--- config.mk ---
export PLATFORM = sky130hd
export DESIGN_NAME = mem_access_ctrl
export DESIGN_NICKNAME = d
export VERILOG_FILES = /design/src/rtl/mem_access_ctrl_pkg.sv /design/src/rtl/mem_access_ctrl_store_merge.sv /design/src/rtl/mem_access_ctrl.sv
export SDC_FILE = /design/constraint.sdc
export NUM_CORES = 1
export LEC_CHECK = 0
export CAP_MARGIN = 15
export CORE_ASPECT_RATIO = 1.2
export CORE_MARGIN = 8
export CORE_UTILIZATION = 35
export DETAILED_ROUTE_END_ITERATION = 16
export GPL_TIMING_DRIVEN = 0
export PLACE_DENSITY = 0.76
export SETUP_SLACK_MARGIN = 0.1
export SKIP_LAST_GASP = 1
export SYNTH_ARGS = -nofsm -noshare
export SYNTH_HDL_FRONTEND = slang
export SYNTH_SLANG_ARGS = --single-unit
--- constraint.sdc ---
create_clock -name i_clk -period 3.9 [get_ports i_clk]
set_clock_uncertainty 0.05 [all_clocks]
set_input_delay 1.17 -clock i_clk [delete_from_list [all_inputs] [get_ports i_clk]]
set_output_delay 1.17 -clock i_clk [all_outputs]
set_load 0.1 [all_outputs]
--- src/rtl/mem_access_ctrl_pkg.sv ---
// Shared definitions for the MEM-stage data-memory access sequencer:
// size codes, FSM state encoding, lane widths and the alignment check.
package mem_access_ctrl_pkg;

  localparam int unsigned BITS_SIZE      = 32;
  localparam int unsigned ADDR_BITS      = 10;
  localparam int unsigned HW_BITS        = 16;
  localparam int unsigned BYTE_BITS_SIZE = 8;

  localparam logic [1:0] SIZE_WORD    = 2'b00;
  localparam logic [1:0] SIZE_BYTE    = 2'b01;
  localparam logic [1:0] SIZE_HALF    = 2'b10;
  localparam logic [1:0] SIZE_ILLEGAL = 2'b11;

  typedef enum logic [1:0] {
    ST_IDLE      = 2'b00,
    ST_LOAD_WAIT = 2'b01,
    ST_RMW_WAIT  = 2'b10,
    ST_RMW_WRITE = 2'b11
  } state_e;

  // True when the request cannot be served on a word-wide RAM
  function automatic logic is_misaligned(input logic [1:0] size, input logic [1:0] offset);
    case (size)
      SIZE_WORD: return (offset != 2'b00);
      SIZE_HALF: return offset[0];
      SIZE_BYTE: return 1'b0;
      default:   return 1'b1;
    endcase
  endfunction

endpackage

--- src/rtl/mem_access_ctrl_store_merge.sv ---
// Combinational lane insert for sub-word stores.
//   rdata  : word read from RAM
//   wdata  : store data, sub-word value in the low bits
//   size   : SIZE_BYTE / SIZE_HALF (anything else passes rdata through)
//   offset : byte offset inside the word (little-endian lanes)
//   merged : rdata with the addressed lane(s) replaced
module mem_access_ctrl_store_merge
  import mem_access_ctrl_pkg::*;
(
  input  logic [BITS_SIZE-1:0] rdata,
  input  logic [HW_BITS-1:0]   wdata,
  input  logic [1:0]           size,
  input  logic [1:0]           offset,
  output logic [BITS_SIZE-1:0] merged
);

  // Only the selected lane changes; every other bit keeps the read value
  always_comb begin
    merged = rdata;
    case (size)
      SIZE_BYTE: merged[BYTE_BITS_SIZE*32'(offset) +: BYTE_BITS_SIZE] = wdata[BYTE_BITS_SIZE-1:0];
      SIZE_HALF: merged[HW_BITS*32'(offset[1]) +: HW_BITS]            = wdata;
      default:   merged = rdata;
    endcase
  end

endmodule

--- src/rtl/mem_access_ctrl.sv ---
// MEM-stage data-memory access sequencer.
// Turns EX/MEM load/store requests into accesses on a word-wide RAM with a
// one-cycle synchronous read. Loads take one stall cycle, sub-word stores are
// read-modify-write with two stall cycles, word stores complete immediately.
// Ports:
//   i_clk, i_reset         : clock, synchronous active-high reset
//   i_exmem_*              : request from EX/MEM (read/write/addr/wdata/size/zero_extend)
//   o_mem_addr/we/wdata    : RAM word address, write enable, write data
//   i_mem_rdata            : RAM read data, valid one cycle after the address
//   o_stall                : pipeline freeze while an access is in flight
//   o_load_valid/data      : lane-aligned load word for the writeback filter
//   o_size_filterL         : size code forwarded to the load filter
//   o_zero_extend          : extension control forwarded to the load filter
//   o_misaligned           : one-cycle error pulse on an unservable request
module mem_access_ctrl
  import mem_access_ctrl_pkg::*;
(
  input  logic                 i_clk,
  input  logic                 i_reset,
  input  logic                 i_exmem_mem_read,
  input  logic                 i_exmem_mem_write,
  input  logic [BITS_SIZE-1:0] i_exmem_addr,
  input  logic [BITS_SIZE-1:0] i_exmem_wdata,
  input  logic [1:0]           i_exmem_size,
  input  logic                 i_exmem_zero_extend,
  output logic [ADDR_BITS-1:0] o_mem_addr,
  output logic                 o_mem_we,
  output logic [BITS_SIZE-1:0] o_mem_wdata,
  input  logic [BITS_SIZE-1:0] i_mem_rdata,
  output logic                 o_stall,
  output logic                 o_load_valid,
  output logic [BITS_SIZE-1:0] o_load_data,
  output logic [1:0]           o_size_filterL,
  output logic                 o_zero_extend,
  output logic                 o_misaligned
);

  state_e                state_q, state_d;
  logic [ADDR_BITS-1:0]  addr_q;
  logic [1:0]            offset_q;
  logic [HW_BITS-1:0]    wdata_q;
  logic [1:0]            size_q;
  logic                  zero_extend_q;
  logic [BITS_SIZE-1:0]  merged_q;
  logic [BITS_SIZE-1:0]  merged;

  logic [ADDR_BITS-1:0]  req_word_addr;
  logic [1:0]            req_offset;
  logic                  req_any;
  logic                  req_bad;
  logic                  accept;

  // Byte-address bits above the RAM word address are not decoded
  logic unused_addr_hi;
  assign unused_addr_hi = ^i_exmem_addr[BITS_SIZE-1:ADDR_BITS+2];

  assign req_word_addr = i_exmem_addr[ADDR_BITS+1:2];
  assign req_offset    = i_exmem_addr[1:0];
  assign req_any       = i_exmem_mem_read | i_exmem_mem_write;
  assign req_bad       = is_misaligned(i_exmem_size, req_offset);
  assign accept        = (state_q == ST_IDLE) && req_any && !req_bad && !i_reset;

  mem_access_ctrl_store_merge u_store_merge (
    .rdata  (i_mem_rdata),
    .wdata  (wdata_q),
    .size   (size_q),
    .offset (offset_q),
    .merged (merged)
  );

  // State, latched request and merged store word
  always_ff @(posedge i_clk) begin
    if (i_reset) begin
      state_q       <= ST_IDLE;
      addr_q        <= '0;
      offset_q      <= '0;
      wdata_q       <= '0;
      size_q        <= '0;
      zero_extend_q <= 1'b0;
      merged_q      <= '0;
    end else begin
      state_q <= state_d;
      if (accept) begin
        addr_q        <= req_word_addr;
        offset_q      <= req_offset;
        wdata_q       <= i_exmem_wdata[HW_BITS-1:0];
        size_q        <= i_exmem_size;
        zero_extend_q <= i_exmem_zero_extend;
      end
      if (state_q == ST_RMW_WAIT) begin
        merged_q <= merged;
      end
    end
  end

  // Next state and outputs; reset forces every output low so an aborted
  // read-modify-write can never reach the RAM
  always_comb begin
    state_d        = state_q;
    o_mem_addr     = '0;
    o_mem_we       = 1'b0;
    o_mem_wdata    = '0;
    o_stall        = 1'b0;
    o_load_valid   = 1'b0;
    o_load_data    = '0;
    o_size_filterL = 2'b00;
    o_zero_extend  = 1'b0;
    o_misaligned   = 1'b0;

    if (!i_reset) begin
      case (state_q)
        ST_IDLE: begin
          if (req_any) begin
            if (req_bad) begin
              o_misaligned = 1'b1;
            end else if (i_exmem_mem_write) begin
              // Write wins over a simultaneous read
              o_mem_addr = req_word_addr;
              if (i_exmem_size == SIZE_WORD) begin
                o_mem_we    = 1'b1;
                o_mem_wdata = i_exmem_wdata;
              end else begin
                o_stall = 1'b1;
                state_d = ST_RMW_WAIT;
              end
            end else begin
              o_mem_addr = req_word_addr;
              o_stall    = 1'b1;
              state_d    = ST_LOAD_WAIT;
            end
          end
        end
        ST_LOAD_WAIT: begin
          o_mem_addr     = addr_q;
          o_load_valid   = 1'b1;
          o_load_data    = i_mem_rdata >> {offset_q, 3'b000};
          o_size_filterL = size_q;
          o_zero_extend  = zero_extend_q;
          state_d        = ST_IDLE;
        end
        ST_RMW_WAIT: begin
          o_mem_addr = addr_q;
          o_stall    = 1'b1;
          state_d    = ST_RMW_WRITE;
        end
        ST_RMW_WRITE: begin
          o_mem_addr  = addr_q;
          o_mem_we    = 1'b1;
          o_mem_wdata = merged_q;
          state_d     = ST_IDLE;
        end
        default: state_d = ST_IDLE;
      endcase
    end
  end

endmodule

==> summary.md, run 1 <==
| Metric | Value |
|---|---|
| Status | `completed` |
| Layout Area Growth over Synthesis | `67.8%` |
| Remaining design rule violation count | `0` |
| Critical path's largest stage delay | `440 ps` |
| Type of the setup path with the least slack | `in2out` |
| Inserted Diodes | `0` |
| Depth of the worst hold-timing path | `2` |
| Launching point of the worst reg2reg path | `offset_q[0]` |
| Number of maximum-capacitance constraint violations | `0` |
| Global-route wire length before repair | `31,500 um` |
| Vertical die dimension | `140 um` |
| Peak Freq | `264 MHz` |
| Setup slack of the worst register-to-register path | `930 ps` |
| Worst slack on hold paths | `439 ps` |
| Horizontal extent of the die | `119 um` |
| H-tree levels | `3` |
| Async set-reset flop share out of synthesis | `0%` |
| Setup tns final | `0 ps` |
| Average cell area after synthesis | `7.85 um^2` |
| Floorplan Core Area | `12,600 um^2` |
| Worst setup EP type | `output pin` |
| Register area | `1300 um^2` |
| Area taken by multi-input logic gates | `3430 um^2` |
| Slack of the critical path | `115 ps` |
| Leakage power | `2.73 nW` |
| Final clock period utilization by the worst path | `97.0%` |
| Worst min-delay path startpoint | `merged_q[27]` |
| Endpoint of the worst register-to-register path | `merged_q[28]` |
| Total die area | `16,600 um^2` |
| Most frequent cells in the layout | `sky130_fd_sc_hd__clkdlybuf4s50_1 (75), sky130_fd_sc_hd__dfxtp_1 (65), sky130_fd_sc_hd__nand2_1 (52)` |
| Slew at the pin closest to its max-slew limit | `755 ps` |
| Syn. warnings | `0` |
| Cts bufs inserted | `9` |
| Clock tree from TritonCTS | `done` |
| Final core area utilization | `59.6%` |
| Total number of nets in the final design | `868` |
| Primary FF master, synth | `sky130_fd_sc_hd__dfxtp_1` |
| Leading cell type in the layout, fill and taps excluded | `sky130_fd_sc_hd__clkdlybuf4s50_1` |
| HP Class | `reg2reg` |
| PwrDens | `387 nW/um^2` |
| Vias in the first global route | `5,624` |
| Highest fanout seen on the critical path | `3` |
| Number of sinks on the clock net | `65` |
| Clock tree buffer depth | `2` |
| Total nets after synthesis | `683` |
| Sequential cell area fraction in the yosys report | `29.2%` |
| Cell variety after synth | `52` |
| Top-level port count | `184` |
| Root buffer cell | `sky130_fd_sc_hd__clkbuf_16` |
| Data required time of the critical path | `2680 ps` |
| Length of the first detailed-routing pass in iterations | `5` |
| Total number of vias | `5,218` |
| Final setup viols | `0` |
| Number of cell rows | `45` |
| Fill cell total of the finished layout | `1,092` |
| Share of post-route cells with drive strength above 1 | `32.5%` |
| WL/cell | `21.7 um` |
| Worst-skew pair later-pin latency | `340 ps` |
| Initial detailed-routing violation count | `341` |
| Cell area after synthesis | `4460 um^2` |
| Initial antenna violation count | `0` |
| Placer congestion estimate | `0.949` |
| Flip-flop and latch count after synthesis | `65` |
| Number of enable-type register cells in the synthesized netlist | `0` |
| CP Data Arrival Time | `2560 ps` |
| Number of slew-limit violations in the final report | `0` |
| Capture endpoint of the worst hold path | `merged_q[27]` |
| Worst slack, placed | `-1490 ps` |
| Global Route Usage Sum | `23.8%` |
| Number of vias per cell after detailed routing | `5.66` |
| Tot Pwr | `2.90 mW` |
| Sequence of cells on the critical path | `clkdlybuf4s50_1, or2_4, nand3_2, nor2_4, buf_8, a22o_2, buf_12` |
| Slew Limit Headroom | `49.5%` |
| Final number of hold-violating endpoints | `0` |
| Total gr overflow | `0` |
| Critical Path Start Type | `primary input` |
| Starting density of the core | `35.5%` |
| Setup repair after global routing missed its margin | `yes` |
| Clock period minus final worst setup slack | `3780 ps` |
| WL final | `20,000 um` |
| Maximum number of pins on one net before global-route repair | `12` |
| Max IR drop VDD | `0.000227 V` |
| Antenna viol nets, final | `0` |
| Clk slew on worst S/H paths | `60 ps` |
| Depth of the worst register-to-register path | `8` |
| Count of hold buffers inserted by post-cts repair | `0` |
| Synthesized instance count | `568` |
| Standard cell with the maximum stage delay on the critical path | `sky130_fd_sc_hd__clkdlybuf4s50_1` |
| HPWL after detailed placement | `15,500 um` |
| Number of buffer cells added on primary ports | `163` |
## cells by family (layout without fill, tap and decap cells)
kind of cell,count (synthesis),in the layout,synth area share [%]
adder cells (fa/ha/maj),12,12,3.37
flip-flops,65,65,29.2
AO/OA/AOI/OAI,134,134,23.1
buffers and inverters,55,245,5.42
AND/OR/NAND/NOR,255,255,27.5
multiplexers,47,47,11.4
## worst max-delay path by stage
| stage | from | to | slack (ps) |
|---|---|---|---|
| 2_1_floorplan | i_reset | o_mem_wdata[10] | -190 |
| 3_3_place_gp | i_reset | o_mem_wdata[6] | -1480 |
| 3_5_place_dp | i_reset | o_load_data[28] | -1490 |
| 4_1_cts | i_exmem_mem_read | o_mem_addr[9] | 70 |
| 5_1_grt | i_reset | o_load_data[29] | 50 |
| 6_report | i_exmem_mem_read | o_stall | 120 |
## layer usage
metal	wire, um	GRT usage (%)	vias up
met5	0	0	-
met4	846	11.5	0
met3	1310	5.83	59
met2	10000	41.9	236
met1	7850	26.1	2513
li1	-	-	2410
## Yosys cell counts, types with 8 or more instances
master	n	share of area, %
sky130_fd_sc_hd__buf_2	10	1.1
sky130_fd_sc_hd__mux2_1	29	7.3
sky130_fd_sc_hd__nand2_1	54	4.5
sky130_fd_sc_hd__dfxtp_1	65	29
sky130_fd_sc_hd__inv_1	8	0.67
sky130_fd_sc_hd__o21ai_0	8	0.90
sky130_fd_sc_hd__mux2i_1	16	3.6
sky130_fd_sc_hd__clkbuf_1	25	2.1
sky130_fd_sc_hd__nor3_1	10	1.1
sky130_fd_sc_hd__nor2_1	100	8.4
sky130_fd_sc_hd__a221oi_1	10	2.0
sky130_fd_sc_hd__ha_1	12	3.4
sky130_fd_sc_hd__a41oi_1	8	1.6
sky130_fd_sc_hd__nand4_1	11	1.5
sky130_fd_sc_hd__a21oi_1	24	2.7
sky130_fd_sc_hd__a311oi_2	8	2.7
sky130_fd_sc_hd__a22oi_1	33	5.6
sky130_fd_sc_hd__and2_1	10	1.4
sky130_fd_sc_hd__nand2b_1	15	2.1
sky130_fd_sc_hd__nor2b_1	40	5.6
sky130_fd_sc_hd__a211oi_1	22	3.7
## state kept, by name (all words and copies together), names as in the netlist
name	cells
addr_q	10
merged_q	32
offset_q	2
size_q	2
state_q	2
wdata_q	16
zero_extend_q	1
## repair_timing
item / 4_1_cts / 5_1_grt
gates cloned: 1 / 0
endpoints found under the setup margin: 81 / 63
gates resized for setup: 625 / 27
buffers inserted: 7 / 4
hold endpoints to repair: 0 / 0
pin swaps: 10 / 12
## through the flow
| stage | cells | area (um^2) |
|---|---|---|
| after floorplan | 568 | 4880 |
| after global placement | 895 | 6710 |
| after detailed placement | 895 | 6710 |
| after CTS | 918 | 7390 |
| after global routing | 922 | 7480 |
| final | 922 | 7480 |
## critical path: cells and delay by family
family          cells  cell delay [ps]
buf+inv             3              730
simple gates        3              430
compound gates      1              230
## where the power goes
group	internal, mW	total (mW)	switching [mW]
logic	0.432	1.25	0.818
registers	0.757	0.829	0.0718
clock network	0.510	0.817	0.308
total	1.70	2.90	1.20
## cell type report
class | count | area share [%]
tap | 164 | 2.74
multi-input combinational | 448 | 45.9
inverter | 11 | 0.619
sequential | 65 | 17.4
buffer | 43 | 4.08
clock buffer | 11 | 3.25
timing repair buffer | 175 | 25.3
clock inverter | 5 | 0.736
Note: power is estimated with default switching activity, not from simulation.
==> run 2, diff against run 1 <==
ABC_CLOCK_PERIOD_IN_PS = 3900   (was not set)
==> results of run 2 <==
Final layout, timing and power as in run 1 (identical DEF).
==> run 3, diff against run 2 <==
GPL_ROUTABILITY_DRIVEN = 0   (was not set)
==> run 3 against run 2 <==
  * Core utilization fell by 0.17 points
  * Highest routed layer unchanged
  * Power fell by 0.19%
  * Critical endpoint is now o_mem_wdata[26]
  * Worst setup slack improved by 10 ps
==> summary.md, run 3 (same netlist as run 1, synthesis figures left out) <==
| Metric | Value |
|---|---|
| Inserted Diodes | `0` |
| Total number of nets in the final design | `867` |
| Number of buffer cells added on primary ports | `163` |
| Depth of the worst hold-timing path | `2` |
| Highest fanout seen on the critical path | `10` |
| Starting density of the core | `35.5%` |
| Total number of vias | `5,285` |
| Share of post-route cells with drive strength above 1 | `32.5%` |
| Top-level port count | `184` |
| Type of the setup path with the least slack | `in2out` |
| Regs by FF count | `merged_q x32, wdata_q x16, addr_q x10` |
| PwrDens | `388 nW/um^2` |
| Critical Path Start Type | `primary input` |
| Floorplan Core Area | `12,600 um^2` |
| Initial detailed-routing violation count | `339` |
| Leakage power | `2.73 nW` |
| Depth of the worst register-to-register path | `8` |
| WL/cell | `20.7 um` |
| Number of vias per cell after detailed routing | `5.74` |
| Final setup viols | `0` |
| HP Class | `reg2reg` |
| Final number of hold-violating endpoints | `0` |
| Horizontal extent of the die | `119 um` |
| Global-route wire length before repair | `30,100 um` |
| Setup tns final | `0 ps` |
| Clk slew on worst S/H paths | `50 ps` |
| Peak Freq | `265 MHz` |
| Cts bufs inserted | `9` |
| Status | `completed` |
| Leading cell type in the layout, fill and taps excluded | `sky130_fd_sc_hd__clkdlybuf4s50_1` |
| Global Route Usage Sum | `22.4%` |
| Clock period minus final worst setup slack | `3770 ps` |
| Flip-flop count of the largest register, all copies and words added | `32` |
| Number of slew-limit violations in the final report | `0` |
| Tot Pwr | `2.89 mW` |
| Total gr overflow | `0` |
| H-tree levels | `3` |
| Vertical die dimension | `140 um` |
| Layout Area Growth over Synthesis | `67.3%` |
| Total die area | `16,600 um^2` |
| Most frequent cells in the layout | `sky130_fd_sc_hd__clkdlybuf4s50_1 (75), sky130_fd_sc_hd__dfxtp_1 (65), sky130_fd_sc_hd__nand2_1 (52)` |
| Number of maximum-capacitance constraint violations | `0` |
| Clock tree buffer depth | `2` |
| Number of sinks on the clock net | `65` |
| Remaining design rule violation count | `0` |
| Clock tree from TritonCTS | `done` |
| Worst-skew pair later-pin latency | `330 ps` |
| Number of cell rows | `45` |
| Maximum number of pins on one net before global-route repair | `13` |
| Setup repair after global routing missed its margin | `no` |
| HPWL after detailed placement | `14,800 um` |
| Data required time of the critical path | `2680 ps` |
| Vias in the first global route | `5,563` |
| CP Data Arrival Time | `2550 ps` |
| WL final | `19,100 um` |
| Fill cell total of the finished layout | `1,069` |
| Root buffer cell | `sky130_fd_sc_hd__clkbuf_16` |
| Worst setup EP type | `output pin` |
| Top register by number of flip-flops | `merged_q` |
| Slew Limit Headroom | `51.9%` |
| Final clock period utilization by the worst path | `96.8%` |
| Length of the first detailed-routing pass in iterations | `6` |
| Antenna viol nets, final | `0` |
| Initial antenna violation count | `0` |
| Max IR drop VDD | `0.000224 V` |
| Slew at the pin closest to its max-slew limit | `721 ps` |
run 3: changes by cell type in the layout (fill, tap and decap cells not counted), sizes merged:
cell	previous run	this run
clkdlybuf4s15	4	3
buf	105	110
clkinvlp	2	3
inv	11	12
clkbuf	43	37
clkinv	2	1
run 3: worst paths after layout:
path / startpoint / endpoint / slack, ps
worst max register to register: offset_q[0] / merged_q[28] / 980
worst max-delay path: i_exmem_addr[0] / o_mem_wdata[26] / 130
worst min register to register: merged_q[27] / merged_q[27] / 440
worst min-delay path: merged_q[27] / merged_q[27] / 440
run 3: critical path, cell delays in order:
cell                              delay [ps]
sky130_fd_sc_hd__clkdlybuf4s15_2         240
sky130_fd_sc_hd__nor2_1                  130
sky130_fd_sc_hd__and3_4                  220
sky130_fd_sc_hd__buf_6                   140
sky130_fd_sc_hd__buf_6                   150
sky130_fd_sc_hd__a22oi_1                 100
sky130_fd_sc_hd__nor2_2                  200
sky130_fd_sc_hd__buf_12                  190
run 3: per-stage QoR:
step / hold WS, ps / std cells / setup WS [ps] / cell area, um^2 / utilization [%]
finish: 440 / 921 / 125 / 7460 / 59.4
global route: 469 / 921 / 86.9 / 7460 / 59.4
CTS: 434 / 919 / 75.9 / 7410 / 59.1
detailed placement: 424 / 895 / -1450 / 6710 / 53.5
global placement: 425 / 895 / -1450 / 6710 / 53.5
floorplan: 404 / 568 / -187 / 4880 / -
run 3: per-layer routing:
metal / part of all wire (%) / GRT usage (%) / up-vias
li1: - / - / 2401
met1: 38 / 24.4 / 2571
met2: 51 / 39.9 / 257
met3: 7.1 / 5.38 / 56
met4: 3.6 / 10.1 / 0
met5: 0 / 0 / -
run 3: cell type report:
class | count | area (um^2) | area share, %
Clock buffer | 10 | 239 | 3.21
Clock inverter | 6 | 66.3 | 0.889
Inverter | 11 | 46.3 | 0.621
Timing Repair Buffer | 174 | 1870 | 25.0
Multi-Input combinational cell | 448 | 3430 | 46.0
Buffer | 43 | 305 | 4.09
Sequential cell | 65 | 1300 | 17.5
Tap cell | 164 | 205 | 2.75
run 3: report_power, final:
part | switching, mW | internal, mW | leakage, nW | total (mW)
Combinational | 0.809 | 0.428 | 2.06 | 1.24
Clock | 0.312 | 0.513 | 0.141 | 0.825
Sequential | 0.0718 | 0.757 | 0.531 | 0.828
run 3: repair_timing:
item                                    CTS  global route
endpoints found under the setup margin   81            53
gates resized for setup                 628            17
hold buffers                              0             0
buffers inserted                          8             2
pin swaps                                11            10
cloned                                    1             0
